**src/rtl/grn_node_multi.sv**
```systemverilog
// Gene-regulatory-network node with two independent simulation copies (s0, s1).
// Each copy steps its multi-level state from its regulators; s0 evaluates on every DIV-th strobe.
module grn_node_multi #(
    parameter int STATE_W = 1,
    parameter int NUM_IN  = 4,
    parameter int DIV     = 2,
    parameter int CNT_W   = 16
) (
    input  logic                      clk,
    input  logic                      rst,
    input  logic                      reset_nos,
    input  logic                      start_s0,
    input  logic                      start_s1,
    input  logic [STATE_W-1:0]        init_state,
    input  logic [NUM_IN*STATE_W-1:0] in_s0,
    input  logic [NUM_IN*STATE_W-1:0] in_s1,
    input  logic [NUM_IN-1:0]         act_mask,
    input  logic [NUM_IN-1:0]         inh_mask,
    output logic [STATE_W-1:0]        s0,
    output logic [STATE_W-1:0]        s1,
    output logic                      changed_s0,
    output logic                      changed_s1,
    output logic [CNT_W-1:0]          stable_s0,
    output logic [CNT_W-1:0]          stable_s1
);

    localparam int                 CNT_A_W = $clog2(NUM_IN + 1);
    localparam int                 PH_W    = (DIV > 1) ? $clog2(DIV) : 1;
    localparam logic [PH_W-1:0]    PH_LAST = PH_W'(DIV - 1);
    localparam logic [STATE_W-1:0] ST_MAX  = {STATE_W{1'b1}};
    localparam logic [CNT_W-1:0]   CNT_MAX = {CNT_W{1'b1}};

    // Saturating activate/inhibit step: compare counts of active activators and inhibitors.
    function automatic logic [STATE_W-1:0] f_next(
        input logic [NUM_IN*STATE_W-1:0] regs,
        input logic [STATE_W-1:0]        cur,
        input logic [NUM_IN-1:0]         am,
        input logic [NUM_IN-1:0]         im
    );
        logic [CNT_A_W-1:0] a;
        logic [CNT_A_W-1:0] h;
        a = '0;
        h = '0;
        for (int i = 0; i < NUM_IN; i++) begin
            if (am[i] && (regs[i*STATE_W +: STATE_W] != '0)) a = a + CNT_A_W'(1);
            if (im[i] && (regs[i*STATE_W +: STATE_W] != '0)) h = h + CNT_A_W'(1);
        end
        if (a > h)      f_next = (cur == ST_MAX) ? cur : cur + STATE_W'(1);
        else if (h > a) f_next = (cur == '0)     ? cur : cur - STATE_W'(1);
        else            f_next = cur;
    endfunction

    function automatic logic [CNT_W-1:0] f_stable(input logic chg, input logic [CNT_W-1:0] cnt);
        if (chg)                 f_stable = '0;
        else if (cnt == CNT_MAX) f_stable = cnt;
        else                     f_stable = cnt + CNT_W'(1);
    endfunction

    logic [STATE_W-1:0] r_s0, r_s1;
    logic               r_changed_s0, r_changed_s1;
    logic [CNT_W-1:0]   r_stable_s0, r_stable_s1;
    logic [PH_W-1:0]    r_ph;

    logic [STATE_W-1:0] w_next_s0, w_next_s1;
    logic               w_eval_s0;
    logic               w_chg_s0, w_chg_s1;

    always_comb begin
        w_next_s0 = f_next(in_s0, r_s0, act_mask, inh_mask);
        w_next_s1 = f_next(in_s1, r_s1, act_mask, inh_mask);
        w_eval_s0 = start_s0 && (r_ph == '0);
        w_chg_s0  = (w_next_s0 != r_s0);
        w_chg_s1  = (w_next_s1 != r_s1);
    end

    // NOTE: state registers use non-blocking assignments so every register samples pre-edge values.
    always_ff @(posedge clk or posedge rst) begin
        if (rst) begin
            r_s0         <= '0;
            r_s1         <= '0;
            r_changed_s0 <= 1'b0;
            r_changed_s1 <= 1'b0;
            r_stable_s0  <= '0;
            r_stable_s1  <= '0;
            r_ph         <= '0;
        end else if (reset_nos) begin
            r_s0         <= init_state;
            r_s1         <= init_state;
            r_changed_s0 <= 1'b0;
            r_changed_s1 <= 1'b0;
            r_stable_s0  <= '0;
            r_stable_s1  <= '0;
            r_ph         <= '0;
        end else begin
            // Change flags are single-cycle pulses; only an evaluation raises them.
            r_changed_s0 <= 1'b0;
            r_changed_s1 <= 1'b0;
            if (w_eval_s0) begin
                r_s0         <= w_next_s0;
                r_changed_s0 <= w_chg_s0;
                r_stable_s0  <= f_stable(w_chg_s0, r_stable_s0);
            end
            if (start_s0) begin
                r_ph <= (r_ph == PH_LAST) ? '0 : r_ph + PH_W'(1);
            end
            if (start_s1) begin
                r_s1         <= w_next_s1;
                r_changed_s1 <= w_chg_s1;
                r_stable_s1  <= f_stable(w_chg_s1, r_stable_s1);
            end
        end
    end

    assign s0         = r_s0;
    assign s1         = r_s1;
    assign changed_s0 = r_changed_s0;
    assign changed_s1 = r_changed_s1;
    assign stable_s0  = r_stable_s0;
    assign stable_s1  = r_stable_s1;

endmodule

```
**config.mk**
```make
export PLATFORM = sky130hd
export DESIGN_NAME = grn_node_multi
export DESIGN_NICKNAME = d
export VERILOG_FILES = /design/src/rtl/grn_node_multi.sv
export SDC_FILE = /design/constraint.sdc
export NUM_CORES = 1
export LEC_CHECK = 0
export BUFFER_PORTS_ARGS = -buffer_cell sky130_fd_sc_hd__buf_2
export CAP_MARGIN = 20
export CORE_MARGIN = 2
export CORE_UTILIZATION = 40
export CTS_BUF_LIST = sky130_fd_sc_hd__clkbuf_8
export DETAILED_ROUTE_END_ITERATION = 7
export PLACE_DENSITY = 0.72
export SLEW_MARGIN = 0
export SYNTH_ARGS = -nofsm -noshare
export SYNTH_HDL_FRONTEND = slang
export SYNTH_SLANG_ARGS = --single-unit
```
**constraint.sdc**
```tcl
create_clock -name clk -period 2 [get_ports clk]
set_input_delay 0.3 -clock clk [delete_from_list [all_inputs] [get_ports clk]]
set_output_delay 0.3 -clock clk [all_outputs]
set_load 0.05 [all_outputs]
```
==> qor.yml, run 1 <==
status: "finished, violations left"
violations: "setup timing"
period_minus_slack_ns: 2.598
reg2reg_depth: 6
routedLengthMet1_mm: 3.344
grt_setup_unrepaired: "yes"
rows: 29
critPathMaxFanout: 3
highest_layer: "met4"
worst_slew_pin_slew_ns: 0.6854
cts_buffers: 5
worstSetupStartpoint: "inh_mask[1]"
area_growth_pct: 58.99
cts_hold_buf: 0
placed_area_um2: 3433
die_y_um: 85.22
cp-end-kind: "flop"
crit_path_top_delay_cell: "or4_4"
wl_met2_mm: 4.253
dp.cells: 494
fin_skew_ns: 0.005715
setup.worst_path.end: "stable_s0[12]"
ys_types: 49
finalHoldViolations: 0
arrival_ns: 2.82
required_ns: 2.23
gp_congestion: 0.9255
reg2reg_slack_ns: 0.08
cpPeakStageDelay_ns: 0.53
antenna_found_initial: 0
grt_pass1_wl_mm: 13.44
path_clk_slew_ns: 0.07
hold_ws_ns: 0.1069
layout_setup_ws_ns: -0.5976
drive_above_1_share: 0.4614
final_core_util: 0.6607
synthDominantCellAreaShare: 0.3509
dr_wl_met3_um: 512
post-route-period-util: 1.299
path_cells: "buf_8, nand2_4, xor2_4, xnor2_2, ha_1, nor2_1, a21oi_1, ha_1, nand3b_1, and3_4, or4_4, or4_1, o21ai_1"
vias: 3056
power_density_nw_per_um2: 623.7
drc: 0
syn_nets: 358
ys_seq_elements: 37
syn_area_um2: 2639
hpwlAfterDp_mm: 5.337
ant_nets: 0
layout_commonest_cell: "buf_2"
stdcell_count: 517
wl_mm: 8.246
syn_inst: 324
track_usage: 0.2245
peakVddDrop_v: 0.0004553
cts_buffer_depth: 2
worstReg2RegEnd: "stable_s1[9]"
io_buffers: 57
clkSinkCount: 37
synth_area_leaders: "dfrtp_1 (35%), nand3_1 (6.1%), ha_1 (5.7%)"
ios: 58
diodes: 0
post-place-ws_ns: -0.9704
core_area_um2: 6350
cts_root_buf: "clkbuf_8"
finalPower_mw: 2.616
start_util: 0.4156
slew_violations: 0
yosys.area.top_type: "dfrtp_1"
layout_common_cells: "buf_2 (49), buf_4 (42), dfrtp_1 (37)"
fin_setup_tns_ns: -15.55
start_kind: "input pin"
max_cap_viol_count: 0
clk-insertion-delay-late_ns: 0.29
avgSynthCellArea_um2: 8.144
fin_nets: 474
grt-ovfl-total: 0
setup_violations: 35
htree_levels: 2
hold_class: "in2async"
drt-initial-drc-count: 178
cts_tree: "yes"
wl_per_cell_um: 15.95
relSlewSlack: 0.5396
cp_common_cell: "ha_1"
critPathKind: "in2reg"
avgViaCountPerCell: 5.911
p_leak_nw: 1.842
post-route-cell-area_um2: 4195
ys_warn_count: 0
dr.pass1.iters: 5
die_width_um: 85.22
grt_pass1_vias: 3040
rr_startpoint: "stable_s1[0]"
fmax_mhz: 385.0
synth_seq_area_share: 0.3509
grt_max_degree: 38
die_area_um2: 7262
power by group:
group	total [mW]	switching, mW	internal, mW	leakage [nW]
Clock	0.540	0.271	0.269	0.0485
Combinational	1.26	0.671	0.594	1.29
Sequential	0.812	0.0301	0.782	0.508
routing by layer:
layer,vias up,GRT usage
met1,1459,0.2606
met3,13,0.03696
met4,0,0.08225
li1,1454,-
met5,-,0
met2,130,0.4126
registers in the layout, indices dropped and copies added (netlist names):
name        count
stable_s1      16
changed_s0      1
changed_s1      1
s0              1
stable_s0      16
s1              1
r_ph            1
how the worst min path moves through the flow:
stage          startpoint  cells after the start  slack (ns)            end
5_1_grt               rst                      3        0.15   stable_s1[3]
4_1_cts               rst                      3        0.13  stable_s1[11]
2_1_floorplan  init_state                      2        0.45             s1
3_3_place_gp          rst                      3        0.43  stable_s1[13]
6_report              rst                      3        0.11  stable_s1[12]
3_5_place_dp          rst                      3        0.44  stable_s1[12]
logic make-up after synthesis:
family,synth area share
AO/OA/AOI/OAI,0.2195
flip-flops,0.3509
AND/OR/NAND/NOR,0.2717
XOR/XNOR,0.03983
buffers and inverters,0.03461
adder cells (fa/ha/maj),0.07207
multiplexers,0.01138
cell usage after synthesis, drive strengths merged:
cell type  count
nor2b          2
o311ai         1
a21oi         21
o21bai         1
maj3           4
a21boi         1
clkbuf         9
xnor2          6
o41ai          5
and3           8
o21a           2
mux2i          3
and4           2
or3            2
a221oi         1
buf            1
nand4         13
nor2          20
ha            12
o2111ai        2
a211oi         1
a2111oi        1
nand3         32
dfrtp         37
a31oi         19
xor2           6
nand2b         2
a41oi          2
or4            3
nor3b          2
nand2         40
o31ai          4
o32ai          1
inv           14
nor3           9
nand3b         2
o31a           1
o211ai         3
nor4           2
or2            2
o21ai         22
a32oi          2
o2bb2a         1
timing repair:
action,in CTS,in global routing
cloned,2,0
buffers inserted,13,2
resized for setup,92,27
pin swaps,45,13
setup endpoints to repair,35,35
worst max-delay path, delay by kind of cell:
kind	cells	cell delay (ns)
AO/OA/AOI/OAI	2	0.13
buffers and inverters	1	0.10
AND/OR/NAND/NOR	6	1.42
XOR/XNOR	2	0.33
adder cells (fa/ha/maj)	2	0.54
cell type report:
class | instances | area [um2]
clock buffers | 6 | 82.58
clock inverters | 1 | 3.754
fillers | 486 | 2155
inverters | 14 | 52.55
multi-input cells | 263 | 2113
flip-flops and latches | 37 | 925.9
well taps | 77 | 96.34
repair buffers | 119 | 920.9
Power figures use the tool's default switching activity.
==> inputs of run 2 (changes only) <==
- ABC_AREA: unset -> 1
- PLACE_DENSITY: 0.72 -> 0.71
==> run 2 against run 1 <==
The flow still finishes with violations (setup timing). Utilization shrank 5.7 points. Critical endpoint is now stable_s0[8]. Count of clock-buffer cells in the layout shrank 1. Die area grew 13%. Largest cell class unchanged. Global-route usage shrank 0.50 points. Synthesized cell count grew 40%.
==> qor.yml, run 2 <==
drt-initial-drc-count: 226
grt_pass1_wl_mm: 14.91
avgSynthCellArea_um2: 6.613
setup_violations: 36
synth_area_leaders: "dfrtp_1 (31%), nand2_1 (21%), nand3_1 (6.7%)"
fin_nets: 581
ios: 58
synthFlopType: "dfrtp_1"
cts_tree: "yes"
dr.pass1.iters: 4
slew_violations: 0
drive_above_1_share: 0.3650
vias: 3365
synth_edf_count: 0
period_minus_slack_ns: 2.343
layout_setup_ws_ns: -0.3429
clk-insertion-delay-late_ns: 0.30
htree_levels: 2
post-place-ws_ns: -0.7889
p_leak_nw: 2.079
io_buffers: 57
wl_mm: 9.066
relSlewSlack: 0.6729
wl_per_cell_um: 14.01
fin_setup_tns_ns: -10.02
clkSinkCount: 37
stdcell_count: 647
diodes: 0
max_cap_viol_count: 0
layout_common_cells: "nand2_1 (152), buf_2 (50), nor2_1 (37), dfrtp_1 (37), inv_1 (30)"
finalPower_mw: 2.453
cpPeakStageDelay_ns: 0.30
area_growth_pct: 46.55
synthDominantCellAreaShare: 0.3098
path_clk_slew_ns: 0.08
async_flop_share: 1.000
die_width_um: 90.45
reg2reg_slack_ns: 0.07
cts_hold_buf: 0
ys_seq_elements: 37
worstReg2RegEnd: "stable_s0[0]"
die_area_um2: 8180
grt_setup_unrepaired: "yes"
grt_max_degree: 38
avgViaCountPerCell: 5.201
path_cells: "buf_8, inv_8, o22ai_4, nand2_1, xor2_1, inv_1, ha_1, o21ai_1, ha_1, nand3_2, nand3_1, nand3_4, nand2_8, buf_8, nand3_2, nand2_1"
die_y_um: 90.45
track_usage: 0.2196
cp.buffers_inverters: 4
peakVddDrop_v: 0.0002456
syn_area_um2: 2989
layout_commonest_cell: "nand2_1"
ys_warn_count: 0
syn_inst: 452
hold_class: "in2async"
reg2reg_depth: 8
worst_slew_pin_slew_ns: 0.4906
cts_buffer_depth: 2
hpwlAfterDp_mm: 5.885
rows: 31
drc: 0
start_util: 0.4121
fmax_mhz: 426.8
critPathKind: "in2reg"
rr_startpoint: "stable_s0[1]"
antenna_found_initial: 0
crit_family: "simple AND/OR/NAND/NOR gates"
finalHoldViolations: 0
arrival_ns: 2.53
post-route-period-util: 1.171
critPathMaxFanout: 6
required_ns: 2.18
violations: "setup timing"
synthTopCellsByCount: "nand2_1 (167), nor2_1 (44), nand3_1 (40), inv_1 (38), dfrtp_1 (37)"
syn_nets: 486
dp.cells: 626
gp_congestion: 0.8591
post-route-cell-area_um2: 4380
ys_types: 29
synth_seq_area_share: 0.3098
fin_skew_ns: 0.007485
cts_root_buf: "clkbuf_8"
grt_pass1_vias: 3198
core_area_um2: 7253
power_density_nw_per_um2: 560.1
cp-end-kind: "flop"
start_kind: "input pin"
crit_path_top_delay_cell: "ha_1"
placed_area_um2: 3659
ant_nets: 0
cts_buffers: 5
yosys.area.top_type: "dfrtp_1"
status: "finished, violations left"
grt-ovfl-total: 0
synthMostInstantiatedCell: "nand2_1"
[run 2: cell types whose count changed after synthesis, moves of 7 or more]
cell / change
nor2_1: +24
a31oi_1: -17
a21oi_1: -19
o21ai_1: +9
nand2_1: +127
inv_1: +24
nand3_1: +8
nor3_1: +12
o21ai_0: -18
nand4_1: +7
xor2_1: +11
[run 2: per-layer routing]
layer / global-route usage / up-vias / wire length, um / share of wire
met4: 0.06795 / 0 / 150 / 0.017
li1: - / 1666 / - / -
met5: 0 / - / 0 / 0
met3: 0.03005 / 15 / 358 / 0.039
met1: 0.2915 / 1598 / 3942 / 0.43
met2: 0.3716 / 86 / 4614 / 0.51
[run 2: repair_timing]
action                     in CTS  in global routing
pin swaps                      39                 22
buffers inserted                7                  4
cloned                          2                  1
setup endpoints to repair      36                 36
gates resized for setup        83                 37
[run 2: worst max-delay path by stage]
stage | from | endpoint | slack, ns | cells past startpoint
2_1_floorplan | in_s1[0] | stable_s1[13] | -0.40 | 18
3_3_place_gp | in_s1[0] | stable_s1[15] | -0.64 | 18
3_5_place_dp | in_s1[0] | stable_s1[2] | -0.79 | 18
4_1_cts | in_s1[0] | stable_s1[11] | -0.25 | 17
5_1_grt | act_mask[0] | stable_s0[8] | -0.48 | 16
6_report | act_mask[0] | stable_s0[8] | -0.34 | 16
[run 2: cell families (layout without fill, tap and decap cells)]
| kind of cell | count (synthesis) | count (layout) | share of synthesized area |
|---|---|---|---|
| and+or+nand+nor | 303 | 304 | 0.4420 |
| buffers and inverters | 50 | 145 | 0.07534 |
| DFF | 37 | 37 | 0.3098 |
| AOI/OAI and AO/OA | 30 | 30 | 0.06404 |
| xor gates and xnor gates | 20 | 20 | 0.05860 |
| adders and majority gates | 12 | 12 | 0.05023 |
[run 2: power breakdown]
part / total [mW] / internal [mW] / switching [mW]
Clock: 0.529 / 0.241 / 0.288
Sequential: 0.803 / 0.773 / 0.0300
Combinational: 1.12 / 0.481 / 0.640
Total: 2.45 / 1.50 / 0.958
[run 2: cell type report]
cell class	count	area, um2
clock buffers	5	68.82
fillers	642	2873
repair buffers	98	769.5
multi-input cells	366	2296
clock inverters	3	17.52
well taps	99	123.9
inverters	39	178.9
flip-flops and latches	37	925.9
[run 2: worst register-to-register path: cells and delay by family, from the launching register on]
| family | cells | cell delay, ns |
|---|---|---|
| buffers and inverters | 1 | 0.20 |
| AND/OR/NAND/NOR | 5 | 0.83 |
| adder cells (fa/ha/maj) | 1 | 0.24 |
| AO/OA/AOI/OAI | 1 | 0.13 |
| flip-flops | 1 | 0.47 |
[run 2: stage by stage]
stage / utilization / hold slack (ns)
final: 0.6039 / 0.1003
after global routing: 0.6039 / 0.1548
after CTS: 0.5708 / 0.1227
after detailed placement: 0.5044 / 0.4497
after global placement: 0.5044 / 0.4388
after floorplan: - / 0.4217
